File: config.mk
export PLATFORM = sky130hd
export DESIGN_NAME = uart_packet_rx
export DESIGN_NICKNAME = d
export VERILOG_FILES = /design/src/rtl/uart_pkt_pkg.sv /design/src/rtl/uart_packet_rx_timer.sv /design/src/rtl/uart_packet_rx.sv
export SDC_FILE = /design/constraint.sdc
export NUM_CORES = 1
export LEC_CHECK = 0
export ABC_AREA = 1
export CORE_UTILIZATION = 45
export CTS_BUF_LIST = sky130_fd_sc_hd__clkbuf_4
export DETAILED_ROUTE_END_ITERATION = 6
export PLACE_DENSITY_LB_ADDON = 0.2
export SYNTH_ARGS = -nofsm -noshare
export SYNTH_HDL_FRONTEND = slang
export SYNTH_HIERARCHICAL = 1
export SYNTH_SLANG_ARGS = --single-unit
File: constraint.sdc
create_clock -name clk -period 2.28 [get_ports clk]
set_clock_uncertainty 0.05 [all_clocks]
set_input_delay 0.228 -clock clk [delete_from_list [all_inputs] [get_ports clk]]
set_output_delay 0.228 -clock clk [all_outputs]
set_load 0.05 [all_outputs]
File: src/rtl/uart_pkt_pkg.sv
// uart_pkt_pkg: shared state encodings, error codes and defaults for uart_packet_rx
package uart_pkt_pkg;
   localparam logic [2:0] S_IDLE    = 3'd0;
   localparam logic [2:0] S_PAYLOAD = 3'd1;
   localparam logic [2:0] S_TERM    = 3'd2;
   localparam logic [2:0] S_CHK     = 3'd3;
   localparam logic [2:0] S_RESYNC  = 3'd4;

   typedef enum logic [2:0] {
      ERR_NONE     = 3'd0,
      ERR_BAD_TERM = 3'd1,
      ERR_TIMEOUT  = 3'd2,
      ERR_BREAK    = 3'd3,
      ERR_BAD_CHK  = 3'd4
   } err_code_e;

   localparam logic [7:0] DEF_TERMINATOR = 8'h0A;
endpackage

File: src/rtl/uart_packet_rx_timer.sv
// pkt_timeout_timer: counts cycles since the last byte; expired marks the last allowed cycle
module pkt_timeout_timer #(
   parameter int TIMEOUT_CYCLES = 2700000
) (
   input  logic clk,
   input  logic rst,
   input  logic load,
   input  logic en,
   output logic expired
);
   localparam int CW = TIMEOUT_CYCLES > 1 ? $clog2(TIMEOUT_CYCLES) : 1;
   localparam logic [CW-1:0] LAST = CW'(TIMEOUT_CYCLES - 1);
   logic [CW-1:0] cnt;
   // The byte's own cycle counts as 0, so the count reads k in the k-th cycle after it
   always_ff @(posedge clk) begin
      if (rst) cnt <= '0;
      else if (load) cnt <= CW'(1);
      else if (en && cnt != LAST) cnt <= cnt + 1'b1;
   end
   assign expired = en && !load && cnt == LAST;
endmodule

File: src/rtl/uart_packet_rx.sv
// uart_packet_rx: frames uart_rx bytes into NUM_BYTES-byte packets closed by TERMINATOR.
// Define UART_PKT_CHECKSUM_EN to require an XOR checksum byte between payload and terminator.
module uart_packet_rx
   import uart_pkt_pkg::*;
#(
   parameter int PAYLOAD_BITS = 8,
   parameter int NUM_BYTES = 3,
   parameter logic [PAYLOAD_BITS-1:0] TERMINATOR = PAYLOAD_BITS'(DEF_TERMINATOR),
   parameter int TIMEOUT_CYCLES = 2700000
) (
   input  logic clk,
   input  logic reset_uart,
   input  logic i_rx_valid,
   input  logic [PAYLOAD_BITS-1:0] i_rx_data,
   input  logic i_rx_break,
   output logic [NUM_BYTES*PAYLOAD_BITS-1:0] o_pkt_data,
   output logic o_pkt_valid,
   output logic o_pkt_err,
   output logic [2:0] o_err_code,
   output logic o_busy
);
   localparam int DW = NUM_BYTES * PAYLOAD_BITS;
   localparam int IW = $clog2(NUM_BYTES + 1);
`ifdef UART_PKT_CHECKSUM_EN
   localparam logic [2:0] S_AFTER = S_CHK;
   logic [PAYLOAD_BITS-1:0] chk;
`else
   localparam logic [2:0] S_AFTER = S_TERM;
`endif
   logic [2:0] state;
   logic [DW-1:0] shreg;
   logic [DW-1:0] shifted;
   logic [IW-1:0] idx;
   logic expired;

   assign shifted = (shreg << PAYLOAD_BITS) | DW'(i_rx_data);
   assign o_busy = state != S_IDLE;

   pkt_timeout_timer #(.TIMEOUT_CYCLES(TIMEOUT_CYCLES)) u_timer (
      .clk(clk),
      .rst(reset_uart),
      .load(i_rx_valid),
      .en(state == S_PAYLOAD || state == S_TERM || state == S_CHK),
      .expired(expired)
   );

   // Priority: break, then a received byte, then timeout expiry
   always_ff @(posedge clk) begin
      if (reset_uart) begin
         state <= S_IDLE;
         shreg <= '0;
         idx <= '0;
         o_pkt_data <= '0;
         o_pkt_valid <= 1'b0;
         o_pkt_err <= 1'b0;
         o_err_code <= ERR_NONE;
`ifdef UART_PKT_CHECKSUM_EN
         chk <= '0;
`endif
      end else begin
         o_pkt_valid <= 1'b0;
         o_pkt_err <= 1'b0;
         if (i_rx_break && state != S_IDLE) begin
            o_pkt_err <= 1'b1;
            o_err_code <= ERR_BREAK;
            state <= S_IDLE;
         end else if (i_rx_valid) begin
            case (state)
               S_IDLE: if (i_rx_data != TERMINATOR) begin
                  shreg <= DW'(i_rx_data);
                  idx <= IW'(1);
                  state <= NUM_BYTES == 1 ? S_AFTER : S_PAYLOAD;
`ifdef UART_PKT_CHECKSUM_EN
                  chk <= i_rx_data;
`endif
               end
               S_PAYLOAD: begin
                  shreg <= shifted;
                  idx <= idx + 1'b1;
                  if (idx == IW'(NUM_BYTES - 1)) state <= S_AFTER;
`ifdef UART_PKT_CHECKSUM_EN
                  chk <= chk ^ i_rx_data;
`endif
               end
`ifdef UART_PKT_CHECKSUM_EN
               S_CHK: if (i_rx_data == chk) state <= S_TERM;
               else begin
                  o_pkt_err <= 1'b1;
                  o_err_code <= ERR_BAD_CHK;
                  state <= S_RESYNC;
               end
`endif
               S_TERM: if (i_rx_data == TERMINATOR) begin
                  o_pkt_data <= shreg;
                  o_pkt_valid <= 1'b1;
                  state <= S_IDLE;
               end else begin
                  o_pkt_err <= 1'b1;
                  o_err_code <= ERR_BAD_TERM;
                  state <= S_RESYNC;
               end
               default: if (i_rx_data == TERMINATOR) state <= S_IDLE;
            endcase
         end else if (expired) begin
            o_pkt_err <= 1'b1;
            o_err_code <= ERR_TIMEOUT;
            state <= S_IDLE;
         end
      end
   end
endmodule

==> out/metrics.yaml, run 1 <==
antenna_found_initial: 0
critical_path_arrival_ps: 1840
synth_cell_types: 31
design_area_um2: 4380
placedInstanceArea_um2: 4220
start_util: 0.462
rsz0062_at_grt: "false"
drive_gt1_frac: 0.0823
ys.flop_type: "dfxtp_1"
wl_per_cell_um: 11.5
cp_slowest_cell: "clkdlybuf4s50_1"
grt_use_total: 0.196
post_cts_buffers: 0
cts_tree: "yes"
leakagePower_nw: 1.59
swShare: 0.290
final_common_cell: "nand2_1"
vias: 3359
pwr_density_cell_nw_per_um2: 599
max_stage_delay_ps: 810
first_pass_iters: 5
synth_nets: 555
yosysWarningCount: 6
die_area_um2: 8760
cts_hold_buf: 0
outcome: "finished, final reports clean"
period_share: 0.930
yosysSeqAreaShare: 0.419
crit_type: "reg -> out"
diodes: 0
grt_start_max_net_pins: 28
rows: 33
seqCellArea_um2: 1580
cp.required_ps: 2000
path_delay_family: "buffers and inverters"
final_max_slew_viol_count: 0
worst-path-max-fanout: 4
ys_seq_elements: 79
syn_area_per_cell_um2: 6.98
overflow: 0
multi_input_area_um2: 1780
clock_path_buffers: 2
routed_wirelength_mm: 7.89
post_cts_resized: 0
buffer_ports.inserted: 40
mostFrequentLayoutCells: "nand2_1 (126), dfxtp_1 (79), inv_1 (74), a21oi_1 (61), nor2_1 (56)"
tns_ps: 0
io_pins: 42
async_reset_ff_frac: 0
fp.coreArea_um2: 8180
final_nets: 592
path_cells: "inv_1, nand2_4, clkdlybuf4s50_1"
setup_violations: 0
synth_cells: 541
globalplace.congestion: 0.901
drt_iter0_markers: 210
die_w_um: 93.6
path_buf_inv: 2
min_period_ps: 2120
p_sw_uw: 761
dp_hpwl_mm: 5.68
power.share.sequential: 0.546
path_clk_slew_ps: 140
vias_per_cell: 4.88
drc_errors: 0
p_clk_frac: 0.340
worst_pin_slew_ps: 649
finalHoldViolations: 0
fmax_mhz: 472
start_kind: "register"
grt_pass1_vias: 3126
area_growth_pct: 16.0
p_int_mw: 1.86
clkLatencyLatePin_ps: 410
comb_power_share: 0.114
cts_sinks: 79
relSlewSlack: 0.567
netlist_area_um2: 3770
die_y_um: 93.6
cts.htree.levels: 3
max_cap_viol_count: 0
min_path_type: "in -> reg"
root_buffer: "clkbuf_4"
cts_made_buffers: 9
ir_drop_v: 0.000376
synth_edf_count: 0
nFillCells: 812
ant_nets: 0
grt_pass1_wl_mm: 13.8
worstSetupEndpointType: "output pin"
power by group through the flow:
stage                     logic [mW]  clock network (mW)  registers [mW]
after floorplan                0.221                   0            1.47
after global placement         0.299                   0            1.46
after detailed placement       0.301                   0            1.46
after CTS                      0.302               0.933            1.43
after global routing           0.337               0.984            1.44
final                          0.300               0.890            1.43
metrics by stage:
stage / hold WS [ps] / total power [mW] / util / cells / setup WS (ps)
3_5_place_dp: 389 / 1.76 / 0.517 / 672 / 282
2_1_floorplan: 313 / 1.69 / - / 541 / 534
5_1_grt: 379 / 2.76 / 0.535 / 688 / 59.8
3_3_place_gp: 385 / 1.76 / 0.517 / 672 / 331
6_report: 365 / 2.62 / 0.535 / 688 / 160
4_1_cts: 330 / 2.67 / 0.535 / 688 / 127
worst reg2reg max path: stages (launching register included):
cell and delay, ps:
dfxtp_1 430, ha_1 260, nand3_2 150, nor2_4 150, nand3_4 100, nor2_1 150
inv_1 70, o21ai_0 140, nand3_1 90, nand2_1 90, inv_1 50
cell families after synthesis:
group / share of synthesized area
other: 0.000994
and+or+nand+nor: 0.305
AOI/OAI and AO/OA: 0.136
DFF: 0.419
xor gates and xnor gates: 0.0209
buffers and inverters: 0.111
adders and majority gates: 0.00663
area by class of cell:
class,count,area share
clock buffers,9,0.0154
flip-flops and latches,79,0.361
inverters,77,0.0660
repair buffers,46,0.102
well taps,105,0.0300
clock inverters,7,0.0197
multi-input cells,365,0.406
synth_stat cells, types with 4 or more instances:
cell type / number / area, um^2
dfxtp_1: 79 / 1580
a21oi_1: 62 / 310
nand2_1: 126 / 473
o21ai_0: 30 / 150
clkbuf_1: 9 / 33.8
nor2_2: 4 / 25.0
buf_6: 4 / 45.0
nor2_1: 56 / 210
inv_1: 74 / 278
a21oi_2: 5 / 43.8
nand2_4: 4 / 45.0
nand4_1: 11 / 68.8
xor2_1: 4 / 35.0
xnor2_1: 5 / 43.8
nand3_1: 42 / 210
worst paths after layout:
check	start	end	slack, ps	cells after the start
worst max register to register	u_timer/cnt[0]$_SDFFE_PP0P_	o_err_code[0]$_SDFFE_PP0P_	470	10
worst min-delay path	i_rx_data[2]	shreg[2]$_SDFFE_PP0P_	360	3
worst max-delay path	state[0]$_SDFFE_PP0P_	o_busy	160	3
worst min register to register	o_pkt_data[8]$_SDFFE_PP0P_	o_pkt_data[8]$_SDFFE_PP0P_	400	2
layer usage:
metal | GRT usage | vias to the layer above | part of all wire
li1 | - | 1790 | -
met1 | 0.273 | 1495 | 0.52
met2 | 0.305 | 66 | 0.44
met3 | 0.0301 | 8 | 0.034
met4 | 0.0731 | 0 | 0.011
met5 | 0 | - | 0
registers in the layout, summed over array words and instances (netlist names):
name and cells:
shreg 24, o_pkt_valid 1, idx 2, u_timer/cnt 22
o_pkt_err 1, o_pkt_data 24, state 3, o_err_code 2
(Power assumes the default switching activity.)
==> run 2: changes to the inputs <==
CTS_CLUSTER_DIAMETER = 120   (was not set)
==> results of run 2 <==
Final layout, timing and power as in run 1 (identical DEF).
==> run 3: changes to the inputs <==
CORE_MARGIN = 8   (was not set)
CTS_CLUSTER_DIAMETER = not set   (was 120)
==> out/metrics.yaml, run 3 (synthesis results as in run 1) <==
cts_hold_buf: 0
cp.required_ps: 2000
globalplace.congestion: 0.887
cts_made_buffers: 9
relSlewSlack: 0.540
fin_ws_ps: 163
fp.coreArea_um2: 8180
cts.htree.levels: 3
finalHoldViolations: 0
final-instance-count-excl-fill: 688
grt_pass1_vias: 3175
start_kind: "register"
tns_ps: 0
final_common_cell: "nand2_1"
rows: 33
clock_path_buffers: 2
antenna_found_initial: 0
root_buffer: "clkbuf_4"
pwr_density_cell_nw_per_um2: 605
ant_nets: 0
grt_start_max_net_pins: 28
nFillCells: 798
final_max_slew_viol_count: 0
cp_num_cells: 3
post_cts_buffers: 0
fin_util: 0.535
crit_type: "reg -> out"
setup_violations: 0
die_w_um: 108
leakagePower_nw: 1.59
grt_use_total: 0.153
dp_slack_ps: 290
buffer_ports.inserted: 40
placedInstanceArea_um2: 4220
rsz0062_at_grt: "false"
dp_cells: 672
cp_slowest_cell: "clkdlybuf4s50_1"
cts_sinks: 79
worst-path-max-fanout: 4
worstSetupEndpointType: "output pin"
path_buf_inv: 2
wl_per_cell_um: 12.2
min_path_type: "in -> reg"
die_area_um2: 11600
area_growth_pct: 15.9
critical_path_arrival_ps: 1840
drc_errors: 0
min_period_ps: 2120
first_pass_iters: 5
final_nets: 592
reg_top3: "o_pkt_data: 24 flops, shreg: 24 flops, u_timer/cnt: 22 flops"
design_area_um2: 4370
clkLatencyLatePin_ps: 440
vias: 3416
grt_pass1_wl_mm: 14.7
overflow: 0
drt_iter0_markers: 239
period_share: 0.929
worst_pin_slew_ps: 689
mostFrequentLayoutCells: "nand2_1 (126), dfxtp_1 (79), inv_1 (74), a21oi_1 (62), nor2_1 (56)"
die_y_um: 108
path_clk_slew_ps: 140
drive_gt1_frac: 0.0806
start_util: 0.462
r2r_cells: 10
holdPathStages: 3
ir_drop_v: 0.000308
fmax_mhz: 472
cts_tree: "yes"
io_pins: 42
max_stage_delay_ps: 800
path_delay_family: "buffers and inverters"
vias_per_cell: 4.97
path_cells: "inv_1, nand2_4, clkdlybuf4s50_1"
outcome: "finished, final reports clean"
post_cts_resized: 0
diodes: 0
routed_wirelength_mm: 8.36
max_cap_viol_count: 0
dp_hpwl_mm: 6.01
## run 3: where the power goes
group          internal, mW  switching, mW  total, mW
combinational        0.0910          0.212      0.303
clock                 0.359          0.552      0.910
sequential             1.41         0.0222       1.43
## run 3: worst register-to-register path, delay by kind of cell, from the launching register on
kind	cells	cell delay, ps
compound gates	1	140
flops	1	430
simple gates	6	770
buf+inv	2	110
fa+ha+maj	1	260
## run 3: cell type report
class / instances / area, um^2 / area share
Sequential cell: 79 / 1580 / 0.362
Inverter: 77 / 289 / 0.0661
Clock buffer: 9 / 67.6 / 0.0155
Timing Repair Buffer: 46 / 445 / 0.102
Tap cell: 105 / 131 / 0.0300
Multi-Input combinational cell: 365 / 1770 / 0.405
Clock inverter: 7 / 86.3 / 0.0197
## run 3: worst paths after layout
kind / start / endpoint / slack, ps
worst max-delay path: state[0]$_SDFFE_PP0P_ / o_busy / 160
worst min-delay path: i_rx_data[4] / shreg[4]$_SDFFE_PP0P_ / 360
worst max register to register: u_timer/cnt[0]$_SDFFE_PP0P_ / o_err_code[0]$_SDFFE_PP0P_ / 440
worst min register to register: o_pkt_data[13]$_SDFFE_PP0P_ / o_pkt_data[13]$_SDFFE_PP0P_ / 400
## run 3: per-layer routing
metal	GRT usage	vias to the layer above	part of all wire
met2	0.225	80	0.44
met4	0.0644	0	0.014
li1	-	1791	-
met3	0.0257	10	0.047
met5	0	-	0
met1	0.214	1535	0.50
## run 3: metrics by stage
stage                     power (mW)  hold WS, ps
final                           2.65          364
after global routing            2.77          356
after CTS                       2.67          337
after detailed placement        1.76          389
after global placement          1.76          385
after floorplan                 1.69          313
